==> config.mk <==
export PLATFORM = sky130hd
export DESIGN_NAME = controle_velocidade
export DESIGN_NICKNAME = d
export VERILOG_FILES = /design/src/rtl/controle_velocidade_pkg.sv /design/src/rtl/controle_velocidade_debounce_botao.sv /design/src/rtl/controle_velocidade.sv
export SDC_FILE = /design/constraint.sdc
export NUM_CORES = 1
export LEC_CHECK = 0
export CORE_MARGIN = 1.5
export CORE_UTILIZATION = 25
export DETAILED_ROUTE_END_ITERATION = 8
export PLACE_DENSITY = 0.4
export SKIP_CTS_REPAIR_TIMING = 1
export SLEW_MARGIN = 10
export SYNTH_ARGS = -nofsm -noshare
export SYNTH_HDL_FRONTEND = slang
export SYNTH_SLANG_ARGS = --single-unit
==> constraint.sdc <==
create_clock -name clock -period 9.6 [get_ports clock]
set_input_delay 1.92 -clock clock [delete_from_list [all_inputs] [get_ports clock]]
set_output_delay 1.92 -clock clock [all_outputs]
set_load 0.02 [all_outputs]
==> src/rtl/controle_velocidade_pkg.sv <==
// ============================================================================
// Module      : controle_velocidade_pkg
// Description : Shared definitions for the speed controller: speed codes
//               driven to the display/motor stage and the FSM encoding.
// Ports       : none (package)
// Revision    : 1.0 - initial release
// ============================================================================
`default_nettype none

package controle_velocidade_pkg;

    // Speed codes {chave1, chave2}; code 2'b11 is never produced.
    localparam logic [1:0] VEL_0   = 2'b00;
    localparam logic [1:0] VEL_1   = 2'b01;
    localparam logic [1:0] VEL_2   = 2'b10;
    localparam logic [1:0] VEL_MAX = 2'd2;

    typedef enum logic [1:0] {
        PARADO        = 2'd0,
        ACELERANDO    = 2'd1,
        CONSTANTE     = 2'd2,
        DESACELERANDO = 2'd3
    } estado_t;

endpackage

`default_nettype wire

==> src/rtl/controle_velocidade_debounce_botao.sv <==
// ============================================================================
// Module      : debounce_botao
// Description : Two-flop synchronizer, debounce counter and press-edge pulse
//               for one active-low push-button.
// Ports       : clock   - system clock
//               reset   - synchronous active-high reset
//               btn_n   - raw active-low button, asynchronous to clock
//               pulso   - one-cycle pulse on each accepted press
// Revision    : 1.0 - initial release
// ============================================================================
`default_nettype none

module debounce_botao #(
    parameter int DEBOUNCE_CYCLES = 500000
) (
    input  logic clock,
    input  logic reset,
    input  logic btn_n,
    output logic pulso
);

    localparam int             CW      = $clog2(DEBOUNCE_CYCLES + 1);
    localparam logic [CW-1:0]  CNT_MAX = CW'(DEBOUNCE_CYCLES - 1);

    logic          sync1;
    logic          sync2;
    logic          pressionado;
    logic          pressionado_d;
    logic [CW-1:0] contador;
    logic          amostra;

    // Synchronized sample expressed as "pressed" (active-high).
    assign amostra = ~sync2;

    always_ff @(posedge clock) begin
        if (reset) begin
            sync1         <= 1'b1;
            sync2         <= 1'b1;
            contador      <= '0;
            pressionado   <= 1'b0;
            pressionado_d <= 1'b0;
            pulso         <= 1'b0;
        end else begin
            sync1         <= btn_n;
            sync2         <= sync1;
            pressionado_d <= pressionado;
            pulso         <= pressionado & ~pressionado_d;
            // Any sample agreeing with the accepted level restarts the count,
            // so only an uninterrupted run of DEBOUNCE_CYCLES samples flips it.
            if (amostra == pressionado) begin
                contador <= '0;
            end else if (contador == CNT_MAX) begin
                pressionado <= amostra;
                contador    <= '0;
            end else begin
                contador <= contador + 1'b1;
            end
        end
    end

endmodule

`default_nettype wire

==> src/rtl/controle_velocidade.sv <==
// ============================================================================
// Module      : controle_velocidade
// Description : Debounces up/down/stop buttons, keeps a target speed level and
//               ramps the current speed toward it one level per RAMP_CYCLES.
// Ports       : clock      - system clock
//               reset      - synchronous active-high reset
//               btn_up_n   - active-low "faster" button
//               btn_down_n - active-low "slower" button
//               btn_stop_n - active-low emergency stop
//               chave1     - speed code MSB
//               chave2     - speed code LSB
//               motor_en   - current speed is not zero
//               rampando   - current speed differs from target
// Revision    : 1.0 - initial release
// ============================================================================
`default_nettype none

module controle_velocidade
    import controle_velocidade_pkg::*;
#(
    parameter int DEBOUNCE_CYCLES = 500000,
    parameter int RAMP_CYCLES     = 25000000
) (
    input  logic clock,
    input  logic reset,
    input  logic btn_up_n,
    input  logic btn_down_n,
    input  logic btn_stop_n,
    output logic chave1,
    output logic chave2,
    output logic motor_en,
    output logic rampando
);

    localparam int            RW        = $clog2(RAMP_CYCLES + 1);
    localparam logic [RW-1:0] RAMP_LAST = RW'(RAMP_CYCLES - 1);

    logic          pulso_up;
    logic          pulso_down;
    logic          pulso_stop;

    estado_t       estado;
    estado_t       estado_prox;
    logic [1:0]    alvo;
    logic [1:0]    alvo_prox;
    logic [1:0]    atual;
    logic [1:0]    atual_prox;
    logic [RW-1:0] rampa_cnt;
    logic [RW-1:0] rampa_prox;

    debounce_botao #(.DEBOUNCE_CYCLES(DEBOUNCE_CYCLES)) u_deb_up (
        .clock (clock),
        .reset (reset),
        .btn_n (btn_up_n),
        .pulso (pulso_up)
    );

    debounce_botao #(.DEBOUNCE_CYCLES(DEBOUNCE_CYCLES)) u_deb_down (
        .clock (clock),
        .reset (reset),
        .btn_n (btn_down_n),
        .pulso (pulso_down)
    );

    debounce_botao #(.DEBOUNCE_CYCLES(DEBOUNCE_CYCLES)) u_deb_stop (
        .clock (clock),
        .reset (reset),
        .btn_n (btn_stop_n),
        .pulso (pulso_stop)
    );

    // Target update and FSM transition are resolved together so the ramp
    // timer starts on the same edge the new target lands.
    always_comb begin
        alvo_prox   = alvo;
        atual_prox  = atual;
        estado_prox = estado;
        rampa_prox  = rampa_cnt;

        if (pulso_stop) begin
            alvo_prox   = VEL_0;
            atual_prox  = VEL_0;
            estado_prox = PARADO;
            rampa_prox  = '0;
        end else begin
            // Down outranks up, so a simultaneous press counts as down.
            if (pulso_down) begin
                if (alvo != VEL_0) alvo_prox = alvo - 2'd1;
            end else if (pulso_up) begin
                if (alvo != VEL_MAX) alvo_prox = alvo + 2'd1;
            end

            case (estado)
                PARADO: begin
                    if (alvo_prox != VEL_0) estado_prox = ACELERANDO;
                end
                CONSTANTE: begin
                    if (alvo_prox > atual)      estado_prox = ACELERANDO;
                    else if (alvo_prox < atual) estado_prox = DESACELERANDO;
                end
                ACELERANDO: begin
                    if (alvo_prox < atual) begin
                        estado_prox = DESACELERANDO;
                    end else if (alvo_prox == atual) begin
                        estado_prox = (atual == VEL_0) ? PARADO : CONSTANTE;
                    end else if (rampa_cnt == RAMP_LAST) begin
                        atual_prox = atual + 2'd1;
                        rampa_prox = '0;
                        if (atual + 2'd1 == alvo_prox) estado_prox = CONSTANTE;
                    end else begin
                        rampa_prox = rampa_cnt + 1'b1;
                    end
                end
                DESACELERANDO: begin
                    if (alvo_prox > atual) begin
                        estado_prox = ACELERANDO;
                    end else if (alvo_prox == atual) begin
                        estado_prox = (atual == VEL_0) ? PARADO : CONSTANTE;
                    end else if (rampa_cnt == RAMP_LAST) begin
                        atual_prox = atual - 2'd1;
                        rampa_prox = '0;
                        if (atual - 2'd1 == alvo_prox)
                            estado_prox = (alvo_prox == VEL_0) ? PARADO : CONSTANTE;
                    end else begin
                        rampa_prox = rampa_cnt + 1'b1;
                    end
                end
                default: estado_prox = PARADO;
            endcase

            if (estado_prox != estado) rampa_prox = '0;
        end
    end

    always_ff @(posedge clock) begin
        if (reset) begin
            estado    <= PARADO;
            alvo      <= VEL_0;
            atual     <= VEL_0;
            rampa_cnt <= '0;
            motor_en  <= 1'b0;
            rampando  <= 1'b0;
        end else begin
            estado    <= estado_prox;
            alvo      <= alvo_prox;
            atual     <= atual_prox;
            rampa_cnt <= rampa_prox;
            // Derived from next-state values so they move on the same edge
            // as the speed code.
            motor_en  <= (atual_prox != VEL_0);
            rampando  <= (atual_prox != alvo_prox);
        end
    end

    assign chave1 = atual[1];
    assign chave2 = atual[0];

endmodule

`default_nettype wire

==> flow_summary_export.csv <==
group,metric,value,unit
status,status,"complete, no violations",
cells_and_area,postLayoutCellArea,5466,um2
global_routing,antenna_found_initial,0,
power_and_ir_drop,combPwrFrac,0.031,
power_and_ir_drop,p_sw_frac,0.2383,
worst_setup_path,worst_setup_path_end_kind,"flip-flop",
sta,slew-limit-headroom,0.2558,
sta,setup_violations,0,
power_and_ir_drop,intPower,0.0006344,W
logic_synthesis,synthCells,546,
sta,skew,0.009063,ns
logic_synthesis,synth.top_cell.area_share,0.4363,
sta,fin_crit_sh,0.4363,
global_routing,grt_pass1_vias,3531,
global_routing,grt_max_degree,26,
worst_hold_path,whs_path_depth,1,
global_routing,grt_pass1_wl,16.37,mm
place,io_buffers,8,
route,viasPerCell,4.421,
clock_network,clock_path_buffers,2,
clock_network,cts.clk_slew.worst_paths,0.08,ns
floorplan,placeableCoreArea,18830,um2
worst_setup_path,crit_type,"input pin to flip-flop",
cells_and_area,drive_gt1_frac,0.08259,
cells_and_area,post-route-util,0.2903,
route,antenna_left,0,
logic_synthesis,synth_flop_cell,"dfxtp_1",
cells_and_area,nNetsFinal,567,
clock_network,cts-htree-levels,3,
power_and_ir_drop,p_seq_frac,0.528,
global_routing,grt_usage,0.1027,
logic_synthesis,syn_nets,561,
logic_synthesis,synth_edf_count,0,
clock_network,insertion_delay,0.35,ns
route,vias,3612,
floorplan,num_rows,50,
logic_synthesis,yosysMostFrequentCell,"dfxtp_1",
sta,rsz0062_at_grt,"no",
route,avgRoutedWirePerCell,11.71,um
logic_synthesis,yosysUniqueCellTypes,44,
clock_network,cts_tree,"done",
power_and_ir_drop,fin_total_pwr,0.0008328,W
floorplan,die_x,141.8,um
logic_synthesis,async_flop_share,0,
logic_synthesis,synth.top_cells.by_count,"dfxtp_1 (105), nor2_1 (91), xor2_1 (46)",
logic_synthesis,syn_avg_cell_area,8.825,um2
floorplan,die_h,141.8,um
clock_network,cts_made_buffers,9,
sta,tightest_slew,1.088,ns
route,first_iter_violations,135,
power_and_ir_drop,clkPwrFrac,0.441,
logic_synthesis,synth_top_cell_by_area,"dfxtp_1",
cells_and_area,num_antenna_cells,0,
worst_setup_path,cp-start-kind,"input pin",
floorplan,die_area,20120,um2
clock_network,cts_sinks,105,
cells_and_area,fillCellCount,1996,
clock_network,root_buffer,"clkbuf_16",
place,placed_cell_area,5170,um2
sta,min_period,4.189,ns
power_and_ir_drop,switchingPower,0.0001984,W
worst_setup_path,r2r_cells,12,
sta,hold_viol,0,
power_and_ir_drop,p_leak,1.754,nW
run,max_cap_violations,0,
sta,drv_slew,0,
power_and_ir_drop,ir_worst_vdd,82.38,uV
route,wl,9.567,mm
sta,tns,0,ns
place,gp_congestion,0.8028,
logic_synthesis,seq_area_frac_synth,0.4363,
global_routing,gr-total-overflow,0,
power_and_ir_drop,power_density,152.4,nW/um2
place,hpwl,6.769,mm
logic_synthesis,ys_ff_latch,105,
route,drc,0,
logic_synthesis,ys_warn_count,0,
worst_setup_path,crit_fanout,25,
worst_setup_path,worst_ep_arrival_time,4.45,ns
floorplan,start_util,0.2559,
route,drt_pre_antenna_iters,4,
cells_and_area,areaGrowthSynthToFinish,13.45,%
worst_setup_path,cp.required,9.86,ns
logic_synthesis,syn-cell-area,4818,um2
logic_synthesis,synth_area_leaders,"dfxtp_1 (44%), xor2_1 (8.4%), nor2_1 (7.1%), xnor2_1 (5.3%), nand3_1 (3.3%)",
floorplan,ios,9,
worst_hold_path,hold_path.class,"flip-flop to flip-flop",
sta,fmax,0.2387,GHz
[per-layer routing]
| metal | GRT usage | share of wire | vias up |
|---|---|---|---|
| li1 | - | - | 1882 |
| met1 | 0.1239 | 0.49 | 1679 |
| met2 | 0.1689 | 0.46 | 41 |
| met3 | 0.03679 | 0.038 | 10 |
| met4 | 0.03527 | 0.014 | 0 |
| met5 | 0 | 0 | - |
[per-stage QoR]
step	setup slack (ns)	hold slack, ns	instances
after CTS	5.369	0.3926	817
final	5.411	0.3914	817
after global placement	5.116	0.3721	801
after global routing	5.107	0.4030	817
after floorplan	6.182	0.3674	546
after detailed placement	5.011	0.3772	801
[worst max-delay path, stage by stage]
cell and delay, ns:
clkdlybuf4s50_1 0.66, nor2_1 0.31, nand2_1 0.11, a2111oi_1 0.69
o221ai_4 0.47, nor3_1 0.29
[cell families (layout without fill, tap and decap cells)]
kind of cell               after synthesis  after routing  share of synthesized area
buffers and inverters                   30             41                    0.02649
and+or+nand+nor                        284            284                     0.3090
DFF                                    105            105                     0.4363
AOI/OAI and AO/OA                       35             35                    0.05090
muxes                                    7              7                    0.01506
adders and majority gates               10             10                    0.02597
xor gates and xnor gates                75             75                     0.1363
[power by group through the flow]
stage | Clock (W) | Combinational, W | Sequential (W)
after floorplan | 0 | 0.0000232 | 0.000450
after global placement | 0 | 0.0000260 | 0.000450
after detailed placement | 0 | 0.0000261 | 0.000450
after CTS | 0.000384 | 0.0000262 | 0.000440
after global routing | 0.000404 | 0.0000286 | 0.000441
final | 0.000367 | 0.0000255 | 0.000440
[flip-flops by register name, summed over array words and instances (netlist names), 2 cells and up]
name                 count
alvo                     2
atual                    2
estado                   2
rampa_cnt               25
u_deb_down.contador     19
u_deb_stop.contador     19
u_deb_up.contador       19
[area by class of cell]
type,instances,area [um2],share of cell area
multi-input combinational,411,2595,0.4747
inverter,16,60.06,0.01099
sequential,105,2102,0.3845
clock inverter,6,57.56,0.01053
tap,260,325.3,0.05951
timing repair buffer,9,87.58,0.01602
clock buffer,10,239.0,0.04372
[cell usage in the layout (no fill, tap or decap), types with 8 or more instances in the layout]
| master | instances |
|---|---|
| a21oi_1 | 10 |
| and3_1 | 15 |
| and4_1 | 8 |
| clkbuf_16 | 9 |
| clkdlybuf4s50_1 | 8 |
| dfxtp_1 | 105 |
| ha_1 | 10 |
| inv_1 | 16 |
| nand2_1 | 40 |
| nand3_1 | 32 |
| nand4_1 | 12 |
| nor2_1 | 91 |
| nor2b_1 | 8 |
| nor3_1 | 16 |
| nor3_2 | 10 |
| o21ai_0 | 9 |
| or2_2 | 13 |
| xnor2_1 | 29 |
| xor2_1 | 46 |
[final timing paths]
check,startpoint,end,slack [ns]
hold reg to reg,u_deb_up.pressionado_d,u_deb_up.pulso,0.39
hold / removal,u_deb_up.pressionado_d,u_deb_up.pulso,0.39
setup reg to reg,alvo[0],rampa_cnt[21],5.74
setup / recovery,reset,rampa_cnt[3],5.41
(Power assumes the default switching activity.)
